## src/rtl/mul4_score_pkg.sv

```systemverilog
// -----------------------------------------------------------------------------
// mul4_score_pkg
// Shared types and helpers for the mul4 fitness scorer.
//   LANE_W / NUM_LANES : geometry of one mul4 output vector (4 x 16 bits)
//   lane_t / lanes_t   : one lane / all four lanes packed lane3..lane0
//   state_t            : scorer batch state (ACCUM, DRAIN, RESULT)
//   xor_lanes()        : bitwise difference of candidate and golden vectors
// -----------------------------------------------------------------------------
package mul4_score_pkg;

  localparam int LANE_W    = 16;
  localparam int NUM_LANES = 4;

  typedef logic [LANE_W-1:0] lane_t;
  typedef lane_t [NUM_LANES-1:0] lanes_t;

  typedef enum logic [1:0] {
    ACCUM  = 2'd0,
    DRAIN  = 2'd1,
    RESULT = 2'd2
  } state_t;

  // A set bit marks a wrong output bit in the candidate vector.
  function automatic lanes_t xor_lanes(input lanes_t i_cand, input lanes_t i_gold);
    return i_cand ^ i_gold;
  endfunction

endpackage

```

## src/rtl/mul4_fitness_scorer_popcount16.sv

```systemverilog
// -----------------------------------------------------------------------------
// popcount16
// Combinational population count of one 16-bit lane.
//   i_data  [15:0] : lane difference bits
//   o_count [4:0]  : number of set bits (0..16)
// -----------------------------------------------------------------------------
module popcount16 (
  input  logic [15:0] i_data,
  output logic [4:0]  o_count
);

  // Sum the individual bits of the lane.
  always_comb begin
    o_count = 5'd0;
    for (int i = 0; i < 16; i++) begin
      o_count = o_count + {4'd0, i_data[i]};
    end
  end

endmodule

```

## src/rtl/mul4_fitness_scorer.sv

```systemverilog
// -----------------------------------------------------------------------------
// mul4_fitness_scorer
// Scores one batch of mul4 output beats against golden products and returns a
// single fitness record (total mismatched bits) per batch.
//
// Ports:
//   clk, rst (async, active high)
//   in_valid / in_ready / in_last   : beat handshake, in_last closes a batch
//   y3..y0, e3..e0 [15:0]           : candidate and expected lane outputs
//   score_valid / score_ready       : record handshake
//   score [ACC_W-1:0]               : mismatched bits in the batch (saturating)
//   n_vectors [CNT_W-1:0]           : beats in the batch (1..MAX_VECTORS)
//   perfect                         : score == 0
//   overflow                        : batch cut at MAX_VECTORS without in_last
//   lane_score                      : per-lane totals, lane3..lane0
//                                     (only with MUL4_LANE_SCORE_EN defined)
//
// Pipeline: S1 holds the 64-bit difference, S2 holds its popcount; a beat
// accepted at edge T lands in the accumulator at T+2 and the record appears
// at T+3 for the closing beat.
// -----------------------------------------------------------------------------
module mul4_fitness_scorer
  import mul4_score_pkg::*;
#(
  parameter int MAX_VECTORS = 256,
  parameter int ACC_W       = $clog2(MAX_VECTORS*64+1),
  parameter int CNT_W       = $clog2(MAX_VECTORS+1)
) (
  input  logic             clk,
  input  logic             rst,
  input  logic             in_valid,
  output logic             in_ready,
  input  logic             in_last,
  input  logic [15:0]      y3,
  input  logic [15:0]      y2,
  input  logic [15:0]      y1,
  input  logic [15:0]      y0,
  input  logic [15:0]      e3,
  input  logic [15:0]      e2,
  input  logic [15:0]      e1,
  input  logic [15:0]      e0,
  output logic             score_valid,
  input  logic             score_ready,
  output logic [ACC_W-1:0] score,
  output logic [CNT_W-1:0] n_vectors,
  output logic             perfect,
  output logic             overflow
`ifdef MUL4_LANE_SCORE_EN
  ,
  output logic [NUM_LANES*(ACC_W-2)-1:0] lane_score
`endif
);

  // One lane carries at most a quarter of the total, so two bits fewer suffice.
  localparam int LACC_W = ACC_W - 2;

  state_t           r_state;
  lanes_t           r_s1_xor;
  logic             r_s1_valid;
  logic [6:0]       r_s2_pop;
  logic             r_s2_valid;
  logic [ACC_W-1:0] r_acc;
  logic [CNT_W-1:0] r_cnt;
  logic             r_ovf;

  logic             w_accept;
  lanes_t           w_xor;
  logic [4:0]       w_lane_pop [NUM_LANES];
  logic [6:0]       w_pop_sum;
  logic [ACC_W:0]   w_acc_sum;
  logic [ACC_W-1:0] w_acc_next;
  logic [CNT_W-1:0] w_cnt_next;
  logic             w_hit_max;

  assign w_accept   = in_valid && in_ready;
  assign w_xor      = xor_lanes({y3, y2, y1, y0}, {e3, e2, e1, e0});
  assign w_cnt_next = r_cnt + CNT_W'(1);
  assign w_hit_max  = (w_cnt_next == CNT_W'(MAX_VECTORS));
  assign w_acc_sum  = {1'b0, r_acc} + {{(ACC_W-6){1'b0}}, r_s2_pop};

  for (genvar g = 0; g < NUM_LANES; g++) begin : g_pc
    popcount16 u_pc (
      .i_data  (r_s1_xor[g]),
      .o_count (w_lane_pop[g])
    );
  end

  // Combine the four lane counts into the 0..64 beat count.
  always_comb begin
    w_pop_sum = 7'd0;
    for (int i = 0; i < NUM_LANES; i++) begin
      w_pop_sum = w_pop_sum + {2'd0, w_lane_pop[i]};
    end
  end

  // Saturate the total instead of wrapping on narrow accumulator widths.
  always_comb begin
    if (w_acc_sum[ACC_W]) begin
      w_acc_next = {ACC_W{1'b1}};
    end else begin
      w_acc_next = w_acc_sum[ACC_W-1:0];
    end
  end

`ifdef MUL4_LANE_SCORE_EN
  logic [4:0]        r_s2_lane_pop [NUM_LANES];
  logic [LACC_W-1:0] r_lane_acc    [NUM_LANES];
  logic [LACC_W-1:0] w_lane_next   [NUM_LANES];
  logic [LACC_W:0]   w_lane_sum    [NUM_LANES];

  // Per-lane saturating totals, mirroring the main accumulator.
  always_comb begin
    for (int i = 0; i < NUM_LANES; i++) begin
      w_lane_sum[i] = {1'b0, r_lane_acc[i]} + {{(LACC_W-4){1'b0}}, r_s2_lane_pop[i]};
      if (w_lane_sum[i][LACC_W]) begin
        w_lane_next[i] = {LACC_W{1'b1}};
      end else begin
        w_lane_next[i] = w_lane_sum[i][LACC_W-1:0];
      end
    end
  end
`endif

  // Two-stage difference/popcount pipeline.
  always_ff @(posedge clk or posedge rst) begin
    if (rst) begin
      r_s1_xor   <= '0;
      r_s1_valid <= 1'b0;
      r_s2_pop   <= 7'd0;
      r_s2_valid <= 1'b0;
`ifdef MUL4_LANE_SCORE_EN
      for (int i = 0; i < NUM_LANES; i++) r_s2_lane_pop[i] <= 5'd0;
`endif
    end else begin
      r_s1_valid <= w_accept;
      if (w_accept) r_s1_xor <= w_xor;
      r_s2_valid <= r_s1_valid;
      if (r_s1_valid) begin
        r_s2_pop <= w_pop_sum;
`ifdef MUL4_LANE_SCORE_EN
        for (int i = 0; i < NUM_LANES; i++) r_s2_lane_pop[i] <= w_lane_pop[i];
`endif
      end
    end
  end

  // Batch FSM: accumulation, beat counting and the registered fitness record.
  always_ff @(posedge clk or posedge rst) begin
    if (rst) begin
      r_state     <= ACCUM;
      r_acc       <= '0;
      r_cnt       <= '0;
      r_ovf       <= 1'b0;
      in_ready    <= 1'b1;
      score_valid <= 1'b0;
      score       <= '0;
      n_vectors   <= '0;
      perfect     <= 1'b0;
      overflow    <= 1'b0;
`ifdef MUL4_LANE_SCORE_EN
      for (int i = 0; i < NUM_LANES; i++) r_lane_acc[i] <= '0;
      lane_score <= '0;
`endif
    end else begin
      // S2 never holds data in RESULT, so the clear below cannot collide.
      if (r_s2_valid) begin
        r_acc <= w_acc_next;
`ifdef MUL4_LANE_SCORE_EN
        for (int i = 0; i < NUM_LANES; i++) r_lane_acc[i] <= w_lane_next[i];
`endif
      end
      case (r_state)
        ACCUM: begin
          if (w_accept) begin
            r_cnt <= w_cnt_next;
            if (in_last || w_hit_max) begin
              r_state  <= DRAIN;
              in_ready <= 1'b0;
              r_ovf    <= !in_last;
            end
          end
        end
        DRAIN: begin
          if (!r_s1_valid && !r_s2_valid) begin
            r_state     <= RESULT;
            score_valid <= 1'b1;
            score       <= r_acc;
            n_vectors   <= r_cnt;
            perfect     <= (r_acc == '0);
            overflow    <= r_ovf;
`ifdef MUL4_LANE_SCORE_EN
            for (int i = 0; i < NUM_LANES; i++) lane_score[i*LACC_W +: LACC_W] <= r_lane_acc[i];
`endif
          end
        end
        RESULT: begin
          if (score_ready) begin
            r_state     <= ACCUM;
            in_ready    <= 1'b1;
            score_valid <= 1'b0;
            r_acc       <= '0;
            r_cnt       <= '0;
            r_ovf       <= 1'b0;
            score       <= '0;
            n_vectors   <= '0;
            perfect     <= 1'b0;
            overflow    <= 1'b0;
`ifdef MUL4_LANE_SCORE_EN
            for (int i = 0; i < NUM_LANES; i++) r_lane_acc[i] <= '0;
            lane_score <= '0;
`endif
          end
        end
        default: begin
          r_state     <= ACCUM;
          in_ready    <= 1'b1;
          score_valid <= 1'b0;
        end
      endcase
    end
  end

endmodule
```

## config.mk

```make
export PLATFORM = sky130hd
export DESIGN_NAME = mul4_fitness_scorer
export DESIGN_NICKNAME = d
export VERILOG_FILES = /design/src/rtl/mul4_score_pkg.sv /design/src/rtl/mul4_fitness_scorer_popcount16.sv /design/src/rtl/mul4_fitness_scorer.sv
export SDC_FILE = /design/constraint.sdc
export NUM_CORES = 1
export LEC_CHECK = 0
export CORE_ASPECT_RATIO = 1.4
export CORE_UTILIZATION = 58
export CTS_BUF_LIST = sky130_fd_sc_hd__clkbuf_2 sky130_fd_sc_hd__clkbuf_4 sky130_fd_sc_hd__clkbuf_8
export CTS_CLUSTER_DIAMETER = 60
export DETAILED_ROUTE_END_ITERATION = 6
export PLACE_DENSITY = 0.92
export REMOVE_ABC_BUFFERS = 1
export SETUP_SLACK_MARGIN = 0.02
export SLEW_MARGIN = 15
export SYNTH_ARGS = -nofsm -noshare
export SYNTH_HDL_FRONTEND = slang
export SYNTH_SLANG_ARGS = --single-unit
```

## constraint.sdc

```tcl
create_clock -name clk -period 16.6 [get_ports clk]
set_clock_uncertainty 0.1 [all_clocks]
set_input_delay 2.49 -clock clk [delete_from_list [all_inputs] [get_ports clk]]
set_output_delay 2.49 -clock clk [all_outputs]
set_load 0.1 [all_outputs]
```

==> out/results.txt <==
Period utilization -> 37.9%
Die area -> 0.0141 sq mm
FF-to-FF End -> r_s2_pop[6]
Gate Count Post-Synth -> 785
Post-layout util -> 75.1%
Data arrival, critical path -> 6470 ps
Fin nets -> 1,156
Post-synthesis sequential area ratio -> 40.6%
Post-DP HPWL -> 12,600 um
CP Depth -> 20
Core footprint -> 0.0133 sq mm
Io pins -> 161
Hold depth -> 1
Vias in the first global route -> 6,209
Final hold violations -> 0
H-tree depth -> 4
CTS tree -> yes
Post-synth top cells -> 127 x dfrtp_1, 115 x inv_1, 83 x nand2_1
FILL cells -> 886
Tmin final -> 6280 ps
Max Freq -> 0.159 GHz
R2r setup slk -> 10,320 ps
Post-synth top area share -> 40.3%
Synth Area per Inst -> 10.1 sq um
Synth warn -> 0
Max-Cap Viols -> 0
Crit path max fanout -> 2
Post-synthesis xor/xnor area fraction -> 8.99%
Worst-Skew Late Latency -> 430 ps
Wire per inst -> 14.7 um
TritonCTS buffer count -> 17
Rows -> 50
Crit path capture type -> register
Setup TNS -> 0 ps
Async S/R FF share, synth -> 100%
Post-synth EDFFs -> 0
Vias per cell -> 5.37
Starting Density -> 59.2%
Mapped Area -> 0.00789 sq mm
Finished Layout Cells -> 1,133
Unrepaired setup endpoints after global routing -> no
First-pass GRT wire length -> 27,900 um
Largest net degree at the start of global routing -> 94
WP data required -> 16,780 ps
Area fraction in compound gates after synthesis -> 15.3%
CTS root buf -> clkbuf_8
Worst path max stage delay -> 590 ps
Max_slew headroom -> 29.1%
Post-synthesis mux area share -> 0.840%
Crit path cell chain -> ha_1 > inv_1 > fa_1 > fa_1 > fa_1 > fa_1 > inv_1 > fa_1 > fa_1 > xor2_1 > fa_1 > inv_1 > fa_1 > inv_1 > ha_1 > a21o_1 > a21oi_1 > o21bai_1 > a21oi_1 > a21oi_1
Total Routed Length -> 16,600 um
Worst R2R Path Depth -> 20
Antenna violations before repair -> 0
DIE WIDTH -> 101 um
Die Span Y -> 140 um
Status -> complete, no violations
Global Route Usage Sum -> 25.4%
1st-iter DRT viols -> 238
FF-to-FF Start -> r_s1_xor[0]
Crit path top cell by count -> fa_1
Top delay family on crit path -> adder cells
Clock-pin slew on the worst setup and hold paths -> 80 ps
Largest family of logic cells by synthesized area -> adder cells
Worst slew pin tran -> 1060 ps
DR vias -> 6,083
Total grt overflow -> 0
Remaining DRCs -> 0
Area growth syn-to-layout -> 26.8%
Post-DRT Antenna Nets -> 0
Number of synthesized register bits -> 128
Yosys top cell by area -> dfrtp_1
CTS Hold Bufs -> 0
Drt first pass iters -> 5
Post-Synth Simple-Gate Area -> 9.04%
Final setup violation count -> 0
GPL Wtd Cong -> 0.904
DP Cell Count -> 1,101
Most frequent cell after synthesis -> dfrtp_1
Post-cts resize count -> 0
Hold Crit Start -> score[9]
Post-CTS setup buffer count -> 0
Layout cell share with drive strength beyond 1 -> 6.10%
Adder-Cell Fraction of Synth Area -> 18.3%
Hold EP -> score[9]
Clk buf depth -> 2
Hold Path Class -> reg2reg
CP max-delay cell -> fa_1
Buffers and inverters on the worst path -> 4
Synth unique cells -> 63
Worst setup SP type -> register
Port-buffer cells -> 160
Slew Viols, Final -> 0
Kind of critical path -> reg2reg
Clk sink count -> 128
Ant diodes -> 0
Largest cells by area after synthesis -> dfrtp_1 40%, fa_1 13%, xor2_1 7.1%
Main synth FF type -> dfrtp_1
## layout by cell type (no fill, tap or decap), drive strengths merged, types with 2 or more instances in the layout
master | netlist | final
clkdlybuf4s50 | 0 | 160
and4 | 3 | 3
o21bai | 3 | 3
nor3 | 5 | 5
mux2 | 5 | 5
o2111ai | 2 | 2
and2 | 5 | 5
fa | 51 | 51
inv | 115 | 115
clkinvlp | 0 | 4
a21oi | 36 | 36
o211a | 2 | 2
o31a | 2 | 2
o211ai | 3 | 3
nand2b | 4 | 4
xnor2 | 17 | 17
clkbuf | 17 | 22
nand2 | 83 | 83
nor2 | 35 | 35
a22o | 27 | 27
ha | 34 | 34
nor4 | 4 | 4
xor2 | 64 | 64
clkinv | 0 | 4
a31oi | 4 | 4
a211oi | 2 | 2
dfrtp | 127 | 127
buf | 11 | 2
nand3 | 4 | 4
o21ai | 80 | 80
o31ai | 2 | 2
a21o | 11 | 11
bufinv | 0 | 2
nand4 | 4 | 4
and3 | 3 | 3
## metal layers
layer / vias up / global-route usage (%) / part of all wire (%)
met3: 37 / 4.69 / 4.6
li1: 2877 / - / -
met2: 221 / 46.3 / 56
met4: 0 / 9.92 / 2.8
met1: 2948 / 28.9 / 37
met5: - / 0 / 0
## cell families after synthesis
logic type                 after synthesis
buffers and inverters                  143
and+or+nand+nor                        157
DFF                                    128
AOI/OAI and AO/OA                      185
adders and majority gates               85
xor gates and xnor gates                81
muxes                                    6
## final cells by class
| class | instances | area [sq um] | area share (%) |
|---|---|---|---|
| multi-input combinational | 514 | 4140 | 41.4 |
| clock buffer | 22 | 272 | 2.71 |
| tap | 182 | 228 | 2.27 |
| sequential | 128 | 3200 | 32.0 |
| clock inverter | 10 | 114 | 1.14 |
| timing repair buffer | 162 | 1620 | 16.1 |
| inverter | 115 | 434 | 4.34 |
## worst register-to-register path, stage by stage, from the launching register on
cell and delay [ps]:
dfrtp_1 380, ha_1 290, inv_1 70, fa_1 430
fa_1 560, fa_1 450, fa_1 490, inv_1 50
fa_1 420, fa_1 430, xor2_1 180, fa_1 540
inv_1 60, fa_1 590, inv_1 60, ha_1 290
a21o_1 180, a21oi_1 240, o21bai_1 100, a21oi_1 150
a21oi_1 80
## metrics by stage
stage,hold slack (ps),cell area [sq um],setup slack (ps)
3_5_place_dp,382,9620,10400
2_1_floorplan,373,7770,10600
3_3_place_gp,369,9620,10540
5_1_grt,419,10000,10060
4_1_cts,405,10000,10310
6_report,401,10000,10320
## worst max-delay path by stage
stage | to | start
after CTS | r_s2_pop[6] | r_s1_xor[0]
after global routing | r_s2_pop[6] | r_s1_xor[0]
after global placement | r_s2_pop[5] | r_s1_xor[0]
final | r_s2_pop[6] | r_s1_xor[0]
after floorplan | n_vectors[0] | rst
after detailed placement | r_s2_pop[5] | r_s1_xor[0]
## registers in the layout, summed over array words and instances, names as in the netlist
name,cells
score_valid,1
r_s1_valid,1
overflow,1
r_ovf,1
r_cnt,9
r_s2_valid,1
r_state,2
score,15
r_s2_pop,7
in_ready,1
n_vectors,9
r_s1_xor,64
r_acc,15
perfect,1
Power is left out: the tool's default activity adds up to more than one toggle a clock period on the data nets, which glitch-free logic cannot reach.
==> edit 1, RTL diff (config.mk and constraints unchanged) <==
Add a define of `MUL4_LANE_SCORE_EN`.
--- a/src/rtl/mul4_fitness_scorer.sv
+++ b/src/rtl/mul4_fitness_scorer.sv
@@ -19,6 +19,8 @@
 // accepted at edge T lands in the accumulator at T+2 and the record appears
 // at T+3 for the closing beat.
 // -----------------------------------------------------------------------------
+`define MUL4_LANE_SCORE_EN
+
 module mul4_fitness_scorer
   import mul4_score_pkg::*;
 #(
Function (old outputs only; new: lane_score): kept (equiv_simple and equiv_induct, registers matched by name and starting in step).
==> edit 1 against the original RTL <==
Highest routed layer unchanged; routed wire length rose by 83%; non-clock buffer count rose by 58; final area rose by 68%; largest cell class unchanged; sequential cell count rose by 124; sequential share of layout area rose by 5.6 points; via count rose by 72%; worst setup slack got worse by 62 ps; synthesized area rose by 72%.
Power is left out: the tool's default activity adds up to more than one toggle a clock period on the data nets, which glitch-free logic cannot reach.
==> edit 1: results (changes against the original RTL) <==
fmax=158 MHz (-0.98%); met2 routed WL=15900 um (+72%); Vias=10468 (+72%); worst-skew pair later-pin latency=530 ps (+100 ps); met3 WL post-DR=1610 um (+110%); Yosys cell types=66 (+4.8%); Arrival @ worst endpoint=6660 ps (+190 ps); Adder-Cell Fraction of Synth Area=0.131 (-0.0525); H-tree Lvls=2 (-2); largest cells by area after synthesis=dfrtp_1 46%, fa_1 8.1%, a22o_1 5.2%, ha_1 5.0%, xor2_1 4.3%; routing usage on met1=0.302 (+0.0130); largest net degree at the start of global routing=103 (+9.6%); WL/cell=16.8 um (+14%); Hold Startpoint=perfect; nets=1720 (+49%); complex-gate fraction of the synthesized area=0.180 (+0.0276); slew margin rel.=0.268 (-0.0232); number of global-route vias before repair=10781 (+74%); pre-CTS WS=10290 ps (-105 ps); met3 GRT Util=0.0412 (-0.00572); total CTS buffers=39 (+22); CP max stage delay=570 ps (-20 ps); Multi-input gate area=6530 sq um (+58%); status=completed; top cell types by occurrence after synthesis=251 x dfrtp_1, 141 x inv_1, 104 x o21ai_0, 86 x nand2_1, 80 x a22o_1; 1st-iter DRT viols=676 (+180%)
[edit 1: changes by cell type in the layout (fill, tap and decap cells not counted), sizes merged, moves of 25 or more]
cell	change
inv	+27
a22o	+53
clkbuf	+36
o21ai	+25
dfrtp	+124
clkdlybuf4s50	+52
[edit 1: how the worst min path moves through the flow]
stage                     endpoint  slack, ps  depth (start not counted)
floorplan           r_lane_acc[51]        380                          1
global placement           perfect        360                          2
detailed placement         perfect        380                          2
CTS                        perfect        390                          2
global route        lane_score[40]        410                          1
finish                     perfect        390                          2
[edit 1: area by class of cell]
class | instances | area share
multi-input cells | 824 | 0.389
flip-flops and latches | 252 | 0.376
repair buffers | 220 | 0.130
clock buffers | 58 | 0.0438
inverters | 141 | 0.0320
well taps | 301 | 0.0224
clock inverters | 11 | 0.00663
[edit 1: tightest hold or removal path, stage by stage, from the launching register on]
cell,delay (ps)
dfrtp_1,350
nand2_1,50
nand2_1,50
==> edit 2, RTL diff (same settings) <==
Made on the original files. Re-encode `state_t` (3 states) as one-hot, 3 bits wide.
--- a/src/rtl/mul4_score_pkg.sv
+++ b/src/rtl/mul4_score_pkg.sv
@@ -14,10 +14,10 @@
   typedef logic [LANE_W-1:0] lane_t;
   typedef lane_t [NUM_LANES-1:0] lanes_t;
 
-  typedef enum logic [1:0] {
-    ACCUM  = 2'd0,
-    DRAIN  = 2'd1,
-    RESULT = 2'd2
+  typedef enum logic [2:0] {
+    ACCUM  = 3'b001,
+    DRAIN  = 3'b010,
+    RESULT = 3'b100
   } state_t;
 
   // A set bit marks a wrong output bit in the candidate vector.
Behaviour: no difference found for any inputs over 4 cycles, from zero or initial values and one cycle with rst high; so few cycles prove little.
==> edit 2 against the original RTL <==
Via count down 1.6%; final area decreased by 0.75%; synthesized area decreased by 0.46%; critical path depth unchanged; sequential cell count rose by 1; cell count is 1.3% lower; routed wire length is 0.81% lower; sequential share of layout area up 0.51 points; worst setup slack worse by 49 ps; synthesized cell count shrank 1.8%; maximum frequency down 0.77%; first-iteration DRC count fell by 17%; critical endpoint unchanged; largest cell class unchanged; highest routed layer unchanged.
Power is left out: the tool's default activity adds up to more than one toggle a clock period on the data nets, which glitch-free logic cannot reach.
==> edit 2: results (changes against the original RTL) <==
met2 Usage GRT=0.478 (+0.0148); Hold Startpoint=perfect; routing usage on met1=0.274 (-0.0147); complex-gate fraction of the synthesized area=0.135 (-0.0179); Final GP Congestion=0.850 (-6.0%); worst slew pin tran=1050 ps (-13.8 ps); Adder-Cell Fraction of Synth Area=0.184 (+0.000846); post-synth top area share=0.405 (+0.00186); worst min path class=reg -> reg; layout cells sized above 1=0.0574 (-0.00354); largest cells by area after synthesis=dfrtp_1 40%, fa_1 13%, xor2_1 7.5%, ha_1 5.4%, inv_1 5.3%; met3 WL post-DR=687 um (-11%); Inst Count DP=1087 (-1.3%); Synth Instances=771 (-1.8%); Arrival @ worst endpoint=6540 ps (+70 ps); DRT Pass-1 Iters=5 (unchanged); Setup Fix Bufs, Post-CTS=0 (unchanged); top cell types by occurrence after synthesis=127 x dfrtp_1, 111 x inv_1, 89 x nand2_1, 77 x o21ai_0, 67 x xor2_1; global-route wire length before repair=28400 um (+1.8%); hold endpoint=perfect; xor/xnor share of the synthesized area=0.0936 (+0.00376); status=completed; top flop regs=r_s1_xor (64), r_acc (15), score (15); RR Endpoint=r_s2_pop[6]; met2 routed WL=9130 um (-1.2%); nets=1146 (-0.87%); Tot GR Track Use=0.260 (+0.00636); Total Wirelength=16500 um (-0.81%); Vias=5984 (-1.6%); Root Driver=clkbuf_8; largest net degree at the start of global routing=107 (+14%); worst r2r src=r_s1_xor[0]; M1 WL=6080 um (-1.1%); mux share of post-synthesis cell area=0.00701 (-0.00139); Seq/Total Area, Yosys=0.411 (+0.00522); top cell family by delay on the critical path=adder cells; R2R setup slack=10270 ps (-50 ps); 1st-iter DRT viols=197 (-17%); worst-skew pair later-pin latency=450 ps (+20 ps); WL/cell=14.8 um (+0.53%); Yosys cell types=56 (-11%); Hold Crit Depth=2 (+1); met3 GRT Util=0.0583 (+0.0114); number of global-route vias before repair=6410 (+3.2%); Crit Path Class=reg -> reg; CP max FO=2 (unchanged); dpl hpwl=12200 um (-2.9%)
==> edit 2: cell count changes in the layout (fill, tap and decap cells not counted), moves of 3 or more <==
cell	delta
clkbuf_4	-5
and3_1	+3
xor2_1	+3
o21ai_1	+11
o211ai_1	-3
inv_1	-4
nor2_1	-10
nor2_2	-4
nand2_1	+6
nand3_1	+3
a21oi_1	-11
nor2b_1	+4
==> edit 2: through the flow <==
stage | cell area, sq um | hold slack [ps] | setup slack, ps
after CTS | 9930 | 382 | 10240
after global routing | 9930 | 411 | 10050
final | 9930 | 378 | 10270
after detailed placement | 9560 | 363 | 10330
after global placement | 9560 | 360 | 10540
after floorplan | 7710 | 354 | 10570
==> edit 2: final cells by class <==
type	count	area (sq um)
Inverter	112	423
Tap cell	178	223
Clock inverter	12	109
Timing Repair Buffer	163	1620
Fill cell	827	3120
Sequential cell	129	3230
Clock buffer	19	262
Multi-Input combinational cell	505	4060
